--- config.mk ---
export PLATFORM = sky130hd
export DESIGN_NAME = janela_ctrl_flat
export DESIGN_NICKNAME = d
export VERILOG_FILES = /design/src/rtl/janela_ctrl_if.sv /design/src/rtl/janela_ctrl.sv /design/src/flat_wrapper.sv
export SDC_FILE = /design/constraint.sdc
export NUM_CORES = 1
export LEC_CHECK = 0
export BUFFER_PORTS_ARGS = -buffer_cell sky130_fd_sc_hd__clkbuf_2
export CORE_AREA = 10 10 73 75
export CTS_BUF_LIST = sky130_fd_sc_hd__clkbuf_2
export CTS_CLUSTER_DIAMETER = 30
export DETAILED_ROUTE_END_ITERATION = 10
export DIE_AREA = 0 0 83 85
export MAX_ROUTING_LAYER = met4
export PLACE_DENSITY = 0.61
export RECOVER_POWER = 100
export SETUP_SLACK_MARGIN = 0.4
export SYNTH_ARGS = -nofsm -noshare
export SYNTH_HDL_FRONTEND = slang
export SYNTH_SLANG_ARGS = --single-unit
--- constraint.sdc ---
create_clock -name clock -period 2.05 [get_ports clock]
set_clock_uncertainty 0.1 [all_clocks]
set_input_delay 0.1025 -clock clock [delete_from_list [all_inputs] [get_ports clock]]
set_output_delay 0.1025 -clock clock [all_outputs]
set_load 0.1 [all_outputs]
--- src/rtl/janela_ctrl_if.sv ---
// Stream handshakes of the window controller: input word stream and result stream.
// The controller takes the slave side; the producer/consumer takes the master side.
interface janela_ctrl_if;
    logic in_valid;
    logic in_ready;
    logic out_valid;
    logic out_ready;
    logic out_last;

    modport master (
        output in_valid,
        input  in_ready,
        input  out_valid,
        output out_ready,
        input  out_last
    );

    modport slave (
        input  in_valid,
        output in_ready,
        output out_valid,
        input  out_ready,
        output out_last
    );
endinterface

--- src/rtl/janela_ctrl.sv ---
// Sequencer for the window datapath: load N words, run the comparator, capture, stream out.
// Optional PROC watchdog is built only when JANELA_TIMEOUT_EN is defined.
module janela_ctrl #(
    parameter int N       = 9,
    parameter int AW      = 4,
    parameter int TIMEOUT = 64
) (
    input  logic              clock,
    input  logic              reset,
    input  logic              flush,
    janela_ctrl_if.slave      bus,
    output logic              mem_in_we,
    output logic [AW-1:0]     mem_in_wa,
    output logic              proc_start,
    input  logic              proc_done,
    output logic              mem_out_we,
    output logic [AW-1:0]     mem_out_ra,
    output logic              busy,
    output logic [15:0]       janelas,
    output logic              erro
);

    typedef enum logic [1:0] {LOAD, PROC, CAPTURE, UNLOAD} state_t;

    localparam logic [AW-1:0] LAST = AW'(N - 1);

    state_t        state, state_n;
    logic [AW-1:0] cnt, cnt_n;
    logic          out_valid_r, out_valid_n;
    logic          proc_start_n;
    logic          win_done;
    logic          timeout_hit;

`ifdef JANELA_TIMEOUT_EN
    localparam int TW = $clog2(TIMEOUT + 1);
    logic [TW-1:0] tcnt;
`endif

    always_ff @(posedge clock or posedge reset) begin
        if (reset) begin
            state       <= LOAD;
            cnt         <= '0;
            out_valid_r <= 1'b0;
            proc_start  <= 1'b0;
            janelas     <= '0;
        end else begin
            state       <= state_n;
            cnt         <= cnt_n;
            out_valid_r <= out_valid_n;
            proc_start  <= proc_start_n;
            if (win_done)
                janelas <= janelas + 16'd1;
        end
    end

    always_comb begin
        state_n       = state;
        cnt_n         = cnt;
        out_valid_n   = out_valid_r;
        proc_start_n  = 1'b0;
        win_done      = 1'b0;
        timeout_hit   = 1'b0;
        bus.in_ready  = 1'b0;
        mem_in_we     = 1'b0;
        mem_in_wa     = cnt;
        mem_out_we    = 1'b0;
        mem_out_ra    = '0;
        case (state)
            LOAD: begin
                bus.in_ready = 1'b1;
                if (bus.in_valid) begin
                    mem_in_we = 1'b1;
                    if (cnt == LAST) begin
                        cnt_n        = '0;
                        state_n      = PROC;
                        proc_start_n = 1'b1;
                    end else begin
                        cnt_n = cnt + 1'b1;
                    end
                end
            end
            PROC: begin
                // done is only trusted once the start pulse has been seen by the core
                if (!proc_start && proc_done)
                    state_n = CAPTURE;
`ifdef JANELA_TIMEOUT_EN
                else if (tcnt == TW'(TIMEOUT - 1)) begin
                    timeout_hit = 1'b1;
                    state_n     = LOAD;
                    cnt_n       = '0;
                end
`endif
            end
            CAPTURE: begin
                mem_out_we  = 1'b1;
                state_n     = UNLOAD;
                cnt_n       = '0;
                out_valid_n = 1'b0;
            end
            UNLOAD: begin
                if (!out_valid_r) begin
                    out_valid_n = 1'b1;
                end else if (bus.out_ready) begin
                    if (cnt == LAST) begin
                        out_valid_n = 1'b0;
                        cnt_n       = '0;
                        win_done    = 1'b1;
                        state_n     = LOAD;
                    end else begin
                        // prefetch the next word so the registered read keeps 1 word/cycle
                        mem_out_ra = cnt + 1'b1;
                        cnt_n      = cnt + 1'b1;
                    end
                end else begin
                    mem_out_ra = cnt;
                end
            end
            default: state_n = LOAD;
        endcase
        if (flush) begin
            state_n      = LOAD;
            cnt_n        = '0;
            out_valid_n  = 1'b0;
            proc_start_n = 1'b0;
            mem_in_we    = 1'b0;
            mem_out_we   = 1'b0;
            win_done     = 1'b0;
            timeout_hit  = 1'b0;
        end
    end

    assign bus.out_valid = out_valid_r;
    assign bus.out_last  = out_valid_r && (cnt == LAST);
    assign busy          = (state != LOAD);

`ifdef JANELA_TIMEOUT_EN
    always_ff @(posedge clock or posedge reset) begin
        if (reset) begin
            tcnt <= '0;
            erro <= 1'b0;
        end else begin
            if (state == PROC && !flush)
                tcnt <= tcnt + 1'b1;
            else
                tcnt <= '0;
            if (timeout_hit)
                erro <= 1'b1;
        end
    end
`else
    // no watchdog: erro is constant low (TIMEOUT is a positive count)
    assign erro = (TIMEOUT < 0);
`endif

endmodule
--- src/flat_wrapper.sv ---
// flat-port wrapper written by rule: the top's interface ports become plain ports
module janela_ctrl_flat 
#(
    parameter int N       = 9,
    parameter int AW      = 4,
    parameter int TIMEOUT = 64
)
  (clock, reset, flush, mem_in_we, mem_in_wa, proc_start, proc_done, mem_out_we, mem_out_ra, busy, janelas, erro, bus_in_valid, bus_in_ready, bus_out_valid, bus_out_ready, bus_out_last);
  janela_ctrl_if bus_i ();
  input  logic clock;
  input  logic reset;
  input  logic flush;
  output logic mem_in_we;
  output logic [AW-1:0] mem_in_wa;
  output logic proc_start;
  input  logic proc_done;
  output logic mem_out_we;
  output logic [AW-1:0] mem_out_ra;
  output logic busy;
  output logic [15:0] janelas;
  output logic erro;
  input wire logic [$bits(bus_i.in_valid)-1:0] bus_in_valid;
  output wire logic [$bits(bus_i.in_ready)-1:0] bus_in_ready;
  output wire logic [$bits(bus_i.out_valid)-1:0] bus_out_valid;
  input wire logic [$bits(bus_i.out_ready)-1:0] bus_out_ready;
  output wire logic [$bits(bus_i.out_last)-1:0] bus_out_last;
  assign bus_i.in_valid = bus_in_valid;
  assign bus_in_ready = bus_i.in_ready;
  assign bus_out_valid = bus_i.out_valid;
  assign bus_i.out_ready = bus_out_ready;
  assign bus_out_last = bus_i.out_last;
  janela_ctrl #(.N(N), .AW(AW), .TIMEOUT(TIMEOUT)) u_core (.clock(clock), .reset(reset), .flush(flush), .bus(bus_i), .mem_in_we(mem_in_we), .mem_in_wa(mem_in_wa), .proc_start(proc_start), .proc_done(proc_done), .mem_out_we(mem_out_we), .mem_out_ra(mem_out_ra), .busy(busy), .janelas(janelas), .erro(erro));
endmodule
# == Yosys cells after proc, flatten, opt, wreduce, memory -nomap -nowiden ==
# Index checks and enable logic that the tools add are counted.
# W data, S select, Z words.
# op_classes
add_sub_neg,2
eq_ne,10
mux,35
reduce_logical,9
# ops
operator,n
$mux W4,7
$mux W1,18
$add A16 B1 Y16 const B,1
$mux W2,7
$ne A3 B2 Y1 const B,4
$pmux W4 S3,1
$pmux W2 S4,1
$ne A3 B3 Y1 const B,2
$reduce_and A6 Y1,1
$add A4 B1 Y4 const B,1
$eq A2 B2 Y1 const B,2
$eq A4 B4 Y1 const B,1
$reduce_bool A4 Y1,1
$reduce_and A3 Y1,1
$reduce_bool A3 Y1,1
$eq A2 B1 Y1 const B,1
$logic_and A1 B1 Y1,2
$logic_not A2 Y1,1
$pmux W1 S2,1
$reduce_bool A2 Y1,1
$logic_not A1 Y1,1
# totals
regBits,24
output_inout_bits,32
word_cells,61

# == Logic depth before layout (Yosys ltp) ==
# Gate-level depths: netlist of run 1.
# depth
ltp_word,6
mapped_depth,7
depth_no_buf,6

# == Worst setup path before layout of run 1 ==
# No wires, ideal clock.
# synth_path
kind,register to output
start,register u_core.cnt[0] (netlist: u_core.mem_in_wa[0])
end,output port mem_out_ra[3]
t_arrival_ps,3976
t_required_ps,1847
slack_ps,-2129
stages_incl_launch_ff,6
n_path_buf,0
path_cell_list,dfrtp_1 -> inv_1 -> ha_1 -> nor3b_1 -> nor2_1 -> a211oi_1
# synth_via
elab_chain_cells,5
word_cells_on_any_way,6
cone_classes,add/sub (1); eq/ne (1); mux (4)
# synth_rtl
element,line_no,rtl
"start, declared",janela_ctrl.sv:28,"logic [AW-1:0] cnt, cnt_n;"
"start signal, assigned",janela_ctrl.sv:48,cnt <= cnt_n;
$add A4 B1 Y4 / $eq A4 B4 Y1 (equally long branches),"janela_ctrl.sv:111, janela_ctrl.sv:104",
$mux W4 *,janela_ctrl.sv:104,if (cnt == LAST) begin
$mux W4 *,--,
$mux W4 *,janela_ctrl.sv:101,if (!out_valid_r) begin
$mux W4 *,janela_ctrl.sv:68,case (state)
"end, declared",flat_wrapper.sv:18,output logic [AW-1:0] mem_out_ra;
# Every way passes the cells marked *; elsewhere a longest branch is shown, timed or not.

# == Final worst setup path of run 1 ==
# layout_path
start,register u_core.cnt[0] (netlist: u_core.mem_in_wa[0])
end,output port mem_out_ra[0]
# layout_via
elab_chain_cells,5
word_cells_on_any_way,6
cone_classes,add/sub (1); eq/ne (1); mux (4)
# layout_rtl
element,line_no
$add A4 B1 Y4 / $eq A4 B4 Y1 (equally long branches),"janela_ctrl.sv:111, janela_ctrl.sv:104"
$mux W4,janela_ctrl.sv:104
$mux W4 *,--
$mux W4 *,janela_ctrl.sv:101
$mux W4 *,janela_ctrl.sv:68
# Marks and branches as above.

==> results of run 1 <==
sequential cells by signal, summed over array words and instances (netlist names):
| name | flops |
|---|---|
| u_core.proc_start | 1 |
| u_core.janelas | 16 |
| u_core.bus.out_valid | 1 |
| u_core.state | 2 |
| u_core.mem_in_wa | 4 |
through the flow:
stage,power (uW),setup TNS (ps),util
CTS,2160,-12.2,0.566
global route,2500,-615,0.612
detailed placement,1590,0,0.479
floorplan,1430,-2020,-
finish,2360,0,0.612
global placement,1580,0,0.479
cell families (layout without fill, tap and decap cells):
group | after synthesis | count (layout) | synth area share
other | 1 | 1 | 0.00250
and+or+nand+nor | 68 | 68 | 0.262
muxes | 5 | 5 | 0.0359
adders and majority gates | 7 | 7 | 0.0585
buffers and inverters | 14 | 68 | 0.0518
xor gates and xnor gates | 15 | 15 | 0.0927
DFF | 24 | 24 | 0.401
AOI/OAI and AO/OA | 20 | 20 | 0.0952
worst max path at each step:
stage	from	end	slack [ps]	cells after the start
after global routing	u_core.mem_in_wa[0]	mem_out_ra[3]	-130	6
final	u_core.mem_in_wa[0]	mem_out_ra[0]	5	7
after floorplan	u_core.mem_in_wa[2]	u_core.janelas[6]	-220	6
after detailed placement	u_core.mem_in_wa[0]	u_core.janelas[5]	190	6
after CTS	u_core.mem_in_wa[0]	mem_out_ra[0]	-10	7
after global placement	u_core.mem_in_wa[0]	u_core.janelas[5]	180	6
per-layer routing:
layer | vias to the layer above | global-route usage | part of all wire
met3 | 2 | 0.0382 | 0.047
met2 | 28 | 0.188 | 0.51
met5 | - | - | 0
met4 | 0 | 0.0217 | 0.0027
met1 | 678 | 0.136 | 0.44
li1 | 645 | - | -
cells in the final DEF, fill, tap and decap left out, types with 2 or more instances in the layout:
master / netlist / layout
clkbuf_2: 0 / 23
dfrtp_1: 24 / 16
buf_4: 2 / 12
nor2_1: 12 / 8
xnor2_1: 12 / 7
buf_12: 0 / 7
buf_6: 2 / 7
nor2b_1: 7 / 6
xnor2_2: 0 / 5
nand4_1: 5 / 5
ha_4: 0 / 5
dfrtp_4: 0 / 5
nand2b_1: 5 / 4
nand2_2: 0 / 4
nand2_4: 0 / 4
nor2_4: 0 / 4
nand3_1: 7 / 3
nand3_2: 0 / 3
inv_4: 0 / 3
a21oi_1: 5 / 3
nand2_1: 11 / 3
a311o_1: 3 / 3
o21ai_0: 5 / 3
buf_2: 2 / 3
clkbuf_4: 0 / 3
dfrtp_2: 0 / 3
a21oi_2: 0 / 2
nor3b_1: 3 / 2
a211oi_4: 0 / 2
mux2_4: 0 / 2
and3_1: 3 / 2
and3_4: 1 / 2
xor2_1: 2 / 2
inv_2: 0 / 2
inv_1: 7 / 2
o21ai_1: 0 / 2
ha_1: 7 / 2
dlygate4sd3_1: 0 / 2
clkbuf_16: 0 / 2
layout make-up:
class	count	area share
multi-input cells	116	0.464
flip-flops and latches	24	0.260
repair buffers	57	0.217
well taps	50	0.0261
inverters	7	0.0141
clock inverters	1	0.0125
clock buffers	3	0.00627
power groups by stage:
| stage | clock network [uW] | registers, uW | logic (uW) |
|---|---|---|---|
| final | 319 | 597 | 1440 |
| after global routing | 351 | 605 | 1540 |
| after CTS | 321 | 595 | 1240 |
| after detailed placement | 0 | 607 | 986 |
| after global placement | 0 | 604 | 975 |
| after floorplan | 0 | 733 | 699 |
repair_timing:
item	in CTS	in global routing
setup buffers	11	7
setup endpoints to repair	30	37
pin swaps	14	16
hold buffers	2	0
gates resized for setup	43	38
hold endpoints to repair	25	0
==> out/results.txt, run 1 <==
status -> finished clean
synthesized area -> 0.00150 sq mm
CP required -> 1850 ps
Net Sw Power -> 1070 uW
CP peak stage delay -> 570 ps
Post-DP Area -> 0.00188 sq mm
Internal -> 1290 uW
CTS H-tree lvls -> 1
die height -> 85 um
Multi-input gate area -> 0.00111 sq mm
Max transition margin -> 0.142
CP max stage cell -> dfrtp_4
final wirelength -> 4.10 mm
Max IR drop VDD -> 1320 uV
post-synth top area cell -> dfrtp_1
Total GRT Usage -> 0.115
flop2flop setup slack -> 30 ps
post-synthesis sequential area ratio -> 0.401
Hold WS -> 83.7 ps
DP HPWL -> 2.84 mm
final setup margin -> 5.08 ps
# port buffers -> 36
FF-to-FF path depth -> 8
fin crit period -> 2040 ps
f_max -> 0.489 GHz
Comb power frac -> 0.612
#FFs+latches synth -> 24
CP Cell Sequence -> inv_4, ha_4, and3b_2, nor2_1, mux2i_2, nor2_4, buf_12
global placement routability congestion -> 0.854
Antenna diodes -> 0
initial antenna violation count -> 0
core area -> 0.00391 sq mm
Hold Path Class -> input pin to flip-flop
Worst Setup End Kind -> output port
first-pass GRT wire length -> 6.75 mm
Layout area overhead -> 60.0%
LEAKAGE -> 0.00110 uW
worst r2r src -> u_core.mem_in_wa[0]
Net Sw Frac -> 0.452
Unique masters post-synth -> 44
Worst path top cell family by delay -> flip-flops
CP bufs+invs -> 2
Via Count -> 1,353
largest net degree at the start of global routing -> 25
pwr dens -> 985 mW/mm^2
NumNets Final -> 222
placed insts -> 234
vias per inst -> 5.24
total iterations of the first detailed-routing run -> 4
synthesized instance count -> 154
Post-synth ARST share -> 1.00
share of total power in sequential cells -> 0.253
CP max FO -> 5
fin cells -> 258
TritonCTS Buffers -> 3
clock buffer depth -> 2
Synth area leaders -> dfrtp_1 40%, xnor2_1 7.0%, ha_1 5.8%, nor2_1 3.0%, nor2b_1 2.9%
Post-synth EDFFs -> 0
final instance area -> 0.00240 sq mm
Setup Viol. Count Final -> 0
Critical Path AT -> 1840 ps
Die Wd -> 83 um
Mapped Nets -> 167
count leader, synth -> dfrtp_1
RSZ-0062 raised after global routing -> yes
vias in the first global route -> 1,326
max capacitance violation total -> 0
CTS tree -> built
CTS Root Cell -> clkbuf_2
synthesized area per cell -> 9.73 sq um
GRT overflow -> 0
Initial Utilization -> 0.383
clock share of power -> 0.135
DR WL/cell -> 15.9 um
die area -> 0.00706 sq mm
share of cells above drive strength 1 -> 0.582
sequential standard cell area -> 623 sq um
Final Hold Viols -> 0
Syn. warnings -> 0
row count -> 23
Clk Latency, worst-skew pair -> 350 ps
dominant synthesized flop cell -> dfrtp_1
worst r2r dst -> u_core.janelas[6]
max-slew violations -> 0
Hold Path End -> u_core.bus.out_valid
final period utilization -> 0.998
Worst Hold Launch -> flush
Synth top cells by count -> 24 x dfrtp_1, 12 x nor2_1, 12 x xnor2_1
Sink Count -> 24
crit start category -> flip-flop
# IOs -> 38
DRC -> 0
Detail Route Antenna Nets -> 0
Synth top area share -> 0.401
fill cell count -> 363
CTS clk-pin slew, worst paths -> 240 ps
DR iter-0 viols -> 52
Hold Path Depth -> 2
CP Class -> flip-flop to output port
DP Worst Slack -> 188 ps
Least-Margin Pin Slew -> 1290 ps
Power figures use the tool's default switching activity.
==> run 2, diff against run 1 <==
BUFFER_PORTS_ARGS = -buffer_cell sky130_fd_sc_hd__buf_2   (was -buffer_cell sky130_fd_sc_hd__clkbuf_2)
HOLD_SLACK_MARGIN = 0.12   (was not set)
==> out/results.txt, run 2 (same netlist as run 1, synthesis figures left out) <==
status -> finished clean
Detail Route Antenna Nets -> 0
Worst Hold Launch -> bus_out_ready
fin crit period -> 2040 ps
Layout area overhead -> 56.1%
Max IR drop VDD -> 1260 uV
Worst Setup End Kind -> output port
CTS clk-pin slew, worst paths -> 230 ps
first-pass GRT wire length -> 6.53 mm
Die Wd -> 83 um
Antenna diodes -> 0
die area -> 0.00706 sq mm
Comb power frac -> 0.607
Initial Utilization -> 0.383
CP Class -> flip-flop to output port
Setup TNS -> 0 ps
Max transition margin -> 0.552
CP Cell Sequence -> a21bo_2, a21oi_2, nor2_2, a211oi_4, buf_12
max capacitance violation total -> 0
clock share of power -> 0.135
Least-Margin Pin Slew -> 671 ps
CP peak stage delay -> 570 ps
RSZ-0062 raised after global routing -> yes
CP required -> 1850 ps
# IOs -> 38
Top reg by flops -> u_core.janelas
crit start category -> flip-flop
Net Sw Frac -> 0.457
met3 GRT Util -> 0.0411
CTS tree -> built
Net Sw Power -> 1050 uW
Via Count -> 1,335
Setup Viol. Count Final -> 0
CP max FO -> 4
Internal -> 1250 uW
DR WL/cell -> 15.6 um
commonest cells after routing, fill and taps aside -> 17 x clkbuf_2, 17 x dfrtp_1, 13 x buf_4
Critical Path AT -> 1840 ps
CTS Root Cell -> clkbuf_2
share of total power in sequential cells -> 0.259
largest net degree at the start of global routing -> 20
Hold Path Depth -> 4
final wirelength -> 4.06 mm
placed insts -> 234
fill cell count -> 345
TritonCTS Buffers -> 3
die height -> 85 um
DRC -> 0
fin cells -> 260
pwr dens -> 983 mW/mm^2
Design Power -> 2300 uW
initial antenna violation count -> 0
Hold Path Class -> input pin to flip-flop
GRT overflow -> 0
Sink Count -> 24
Largest register FFs -> 16
total iterations of the first detailed-routing run -> 4
global placement routability congestion -> 0.844
Worst path top cell family by delay -> compound AO/OA/AOI/OAI gates
LEAKAGE -> 0.00103 uW
worst r2r dst -> u_core.janelas[5]
DR iter-0 viols -> 68
# port buffers -> 36
CP bufs+invs -> 1
row count -> 23
final period utilization -> 0.995
CP Launch Point -> u_core.mem_in_wa[1]
core area -> 0.00391 sq mm
Final Hold Viols -> 0
f_max -> 0.490 GHz
met2 Use GR -> 0.183
met1 usage -> 0.126
Total GRT Usage -> 0.111
Hold Path End -> u_core.bus.out_valid
vias in the first global route -> 1,356
DP HPWL -> 2.83 mm
worst r2r src -> u_core.mem_in_wa[0]
CTS H-tree lvls -> 1
vias per inst -> 5.13
clock buffer depth -> 2
CP max stage cell -> dfrtp_4
NumNets Final -> 224
gr busiest metal -> met2
flop2flop setup slack -> 90 ps
FF-to-FF path depth -> 7
utilization after layout -> 0.597
Clk Latency, worst-skew pair -> 340 ps
share of cells above drive strength 1 -> 0.567
max-slew violations -> 0
run 2: cell types whose count changed in the layout (fill, tap and decap cells not counted), sizes merged:
cell / previous run / this run
clkbuf: 29 / 20
dlygate4sd3: 2 / 3
buf: 29 / 39
run 2: power groups by stage:
stage	registers [uW]	clock network [uW]	logic [uW]
floorplan	733	0	699
global placement	603	0	974
detailed placement	606	0	986
CTS	587	318	1270
global route	603	337	1470
finish	594	309	1390
run 2: final cells by class:
type	instances	area, sq um	share of cell area
multi-input cells	116	1070	0.460
flip-flops and latches	24	622	0.266
repair buffers	59	502	0.215
well taps	50	62.6	0.0268
inverters	7	31.3	0.0134
clock inverters	1	30.0	0.0128
clock buffers	3	15.0	0.00642
run 2: worst min-delay path, delay by kind of cell:
| family | cells | cell delay, ps |
|---|---|---|
| buffers and inverters | 1 | 190 |
| and+or+nand+nor | 2 | 210 |
| AOI/OAI and AO/OA | 1 | 80 |
run 2: worst max-delay path by stage:
stage / cells past startpoint / slack [ps] / endpoint
after floorplan: 6 / -220 / u_core.janelas[6]
after global placement: 6 / 190 / u_core.janelas[5]
after detailed placement: 6 / 150 / u_core.janelas[5]
after CTS: 7 / 10 / mem_out_ra[0]
after global routing: 7 / -100 / mem_out_ra[0]
final: 5 / 10 / mem_out_ra[3]
run 2: metrics by stage:
stage | area (sq um) | setup slack [ps] | hold WS [ps]
floorplan | 1620 | -217 | 17.2
global placement | 1870 | 185 | 135
detailed placement | 1870 | 151 | 136
CTS | 2210 | 12.4 | 139
global route | 2340 | -98.7 | 164
finish | 2340 | 11.0 | 176
run 2: what timing repair did:
item | 4_1_cts | 5_1_grt
cloned | 0 | 0
hold endpoints to repair | 21 | 0
setup buffers | 15 | 4
setup endpoints to repair | 29 | 34
hold buffers | 3 | 0
gates resized for setup | 41 | 23
pin swaps | 6 | 13
run 2: layer usage:
layer  wire [um]  share of wire
met2        2030           0.50
met3         242          0.060
met5           0              0
met1        1740           0.43
met4          41          0.010
==> run 3, diff against run 2 <==
CAP_MARGIN = 0   (was not set)
CORE_AREA = 3 3 66 68   (was 10 10 73 75)
DIE_AREA = 0 0 69 71   (was 0 0 83 85)
==> out/results.txt, run 3 (same netlist as run 1, synthesis figures left out) <==
status -> finished clean
Setup Viol. Count Final -> 0
commonest cells after routing, fill and taps aside -> 18 x dfrtp_1, 17 x clkbuf_2, 12 x buf_2
CP Cell Sequence -> inv_4, ha_4, and3b_2, nor2_1, mux2i_2, nor2_4, buf_12
total iterations of the first detailed-routing run -> 4
Net Sw Power -> 1060 uW
CP max stage cell -> dfrtp_4
Largest register FFs -> 16
DR iter-0 viols -> 49
Critical Path AT -> 1840 ps
Sink Count -> 24
Max transition margin -> 0.519
CP max FO -> 6
fin crit period -> 2050 ps
worst r2r src -> u_core.mem_in_wa[0]
# port buffers -> 36
f_max -> 0.489 GHz
final period utilization -> 0.998
Comb power frac -> 0.609
CP peak stage delay -> 580 ps
Antenna diodes -> 0
Via Count -> 1,326
CTS H-tree lvls -> 1
fill cell count -> 328
first-pass GRT wire length -> 6.05 mm
share of cells above drive strength 1 -> 0.569
CP Class -> flip-flop to output port
max-slew violations -> 0
FF-to-FF path depth -> 7
Max IR drop VDD -> 1420 uV
NumNets Final -> 223
TritonCTS Buffers -> 3
crit start category -> flip-flop
DP Worst Slack -> 183 ps
Detail Route Antenna Nets -> 0
RSZ-0062 raised after global routing -> yes
max capacitance violation total -> 0
# IOs -> 38
final wirelength -> 3.76 mm
most common cell after layout, fill and taps aside -> dfrtp_1
Internal -> 1260 uW
CTS Root Cell -> clkbuf_2
initial antenna violation count -> 0
flop2flop setup slack -> 70 ps
final setup margin -> 3.63 ps
Final Hold Viols -> 0
Hold Path Class -> input pin to flip-flop
sequential standard cell area -> 621 sq um
Top reg by flops -> u_core.janelas
Total GRT Usage -> 0.152
Clk Latency, worst-skew pair -> 350 ps
Die Wd -> 69 um
GRT overflow -> 0
core area -> 0.00391 sq mm
Multi-input gate area -> 0.00112 sq mm
worst r2r dst -> u_core.janelas[6]
Least-Margin Pin Slew -> 719 ps
Net Sw Frac -> 0.457
row count -> 23
share of total power in sequential cells -> 0.254
clock share of power -> 0.137
Worst Setup End Kind -> output port
LEAKAGE -> 0.00111 uW
vias per inst -> 5.12
die height -> 71 um
Hold Path Depth -> 4
crit path to -> mem_out_ra[0]
die area -> 0.00490 sq mm
CP required -> 1850 ps
CTS tree -> built
CP Launch Point -> u_core.mem_in_wa[0]
DP HPWL -> 2.52 mm
vias in the first global route -> 1,265
Design Power -> 2320 uW
largest net degree at the start of global routing -> 18
pwr dens -> 964 mW/mm^2
DR WL/cell -> 14.5 um
Worst Hold Launch -> bus_out_ready
global placement routability congestion -> 0.860
clock buffer depth -> 2
DRC -> 0
Initial Utilization -> 0.383
Layout area overhead -> 60.8%
CTS clk-pin slew, worst paths -> 230 ps
[run 3: per-layer routing]
layer | global-route usage | part of all wire | vias up
met3 | 0.0355 | 0.036 | 3
met2 | 0.252 | 0.50 | 24
li1 | - | - | 641
met5 | - | 0 | -
met4 | 0.0195 | 0.0029 | 0
met1 | 0.196 | 0.46 | 658
[run 3: final cells by class]
cell class,count,area share
multi-input cells,116,0.463
flip-flops and latches,24,0.258
repair buffers,58,0.217
well taps,50,0.0260
inverters,7,0.0171
clock inverters,1,0.0125
clock buffers,3,0.00623
[run 3: power by group through the flow]
stage / combinational, uW / sequential, uW / clock (uW)
after global placement: 971 / 604 / 0
final: 1410 / 590 / 318
after floorplan: 699 / 733 / 0
after global routing: 1490 / 599 / 342
after CTS: 1280 / 582 / 324
after detailed placement: 980 / 604 / 0
[run 3: repair_timing]
action | CTS | global route
resized for setup | 56 | 30
buffers inserted | 10 | 7
pin swaps | 9 | 17
hold buffers | 4 | 0
hold endpoints to repair | 19 | 0
endpoints found under the setup margin | 29 | 32
[run 3: how the worst min path moves through the flow]
stage                           endpoint  slack (ps)
finish               u_core.mem_in_wa[0]         210
global route           u_core.janelas[8]         250
CTS                  u_core.mem_in_wa[0]         170
detailed placement     u_core.janelas[5]         100
global placement       u_core.janelas[5]         100
floorplan           u_core.bus.out_valid          20
[run 3: worst max-delay path, delay by kind of cell, from the launching register on]
| kind | cells | cell delay (ps) |
|---|---|---|
| flip-flops | 1 | 580 |
| adder cells (fa/ha/maj) | 1 | 160 |
| buffers and inverters | 2 | 250 |
| AND/OR/NAND/NOR | 3 | 300 |
| multiplexers | 1 | 200 |
[run 3: stage by stage]
step,TNS [ps],area [sq um],utilization,hold WS [ps],cells
2_1_floorplan,-2020,1620,-,17.2,154
3_3_place_gp,0,1870,0.479,103,234
3_5_place_dp,0,1870,0.479,102,234
4_1_cts,-19.6,2240,0.572,173,252
5_1_grt,-340,2410,0.615,252,259
6_report,0,2410,0.615,207,259
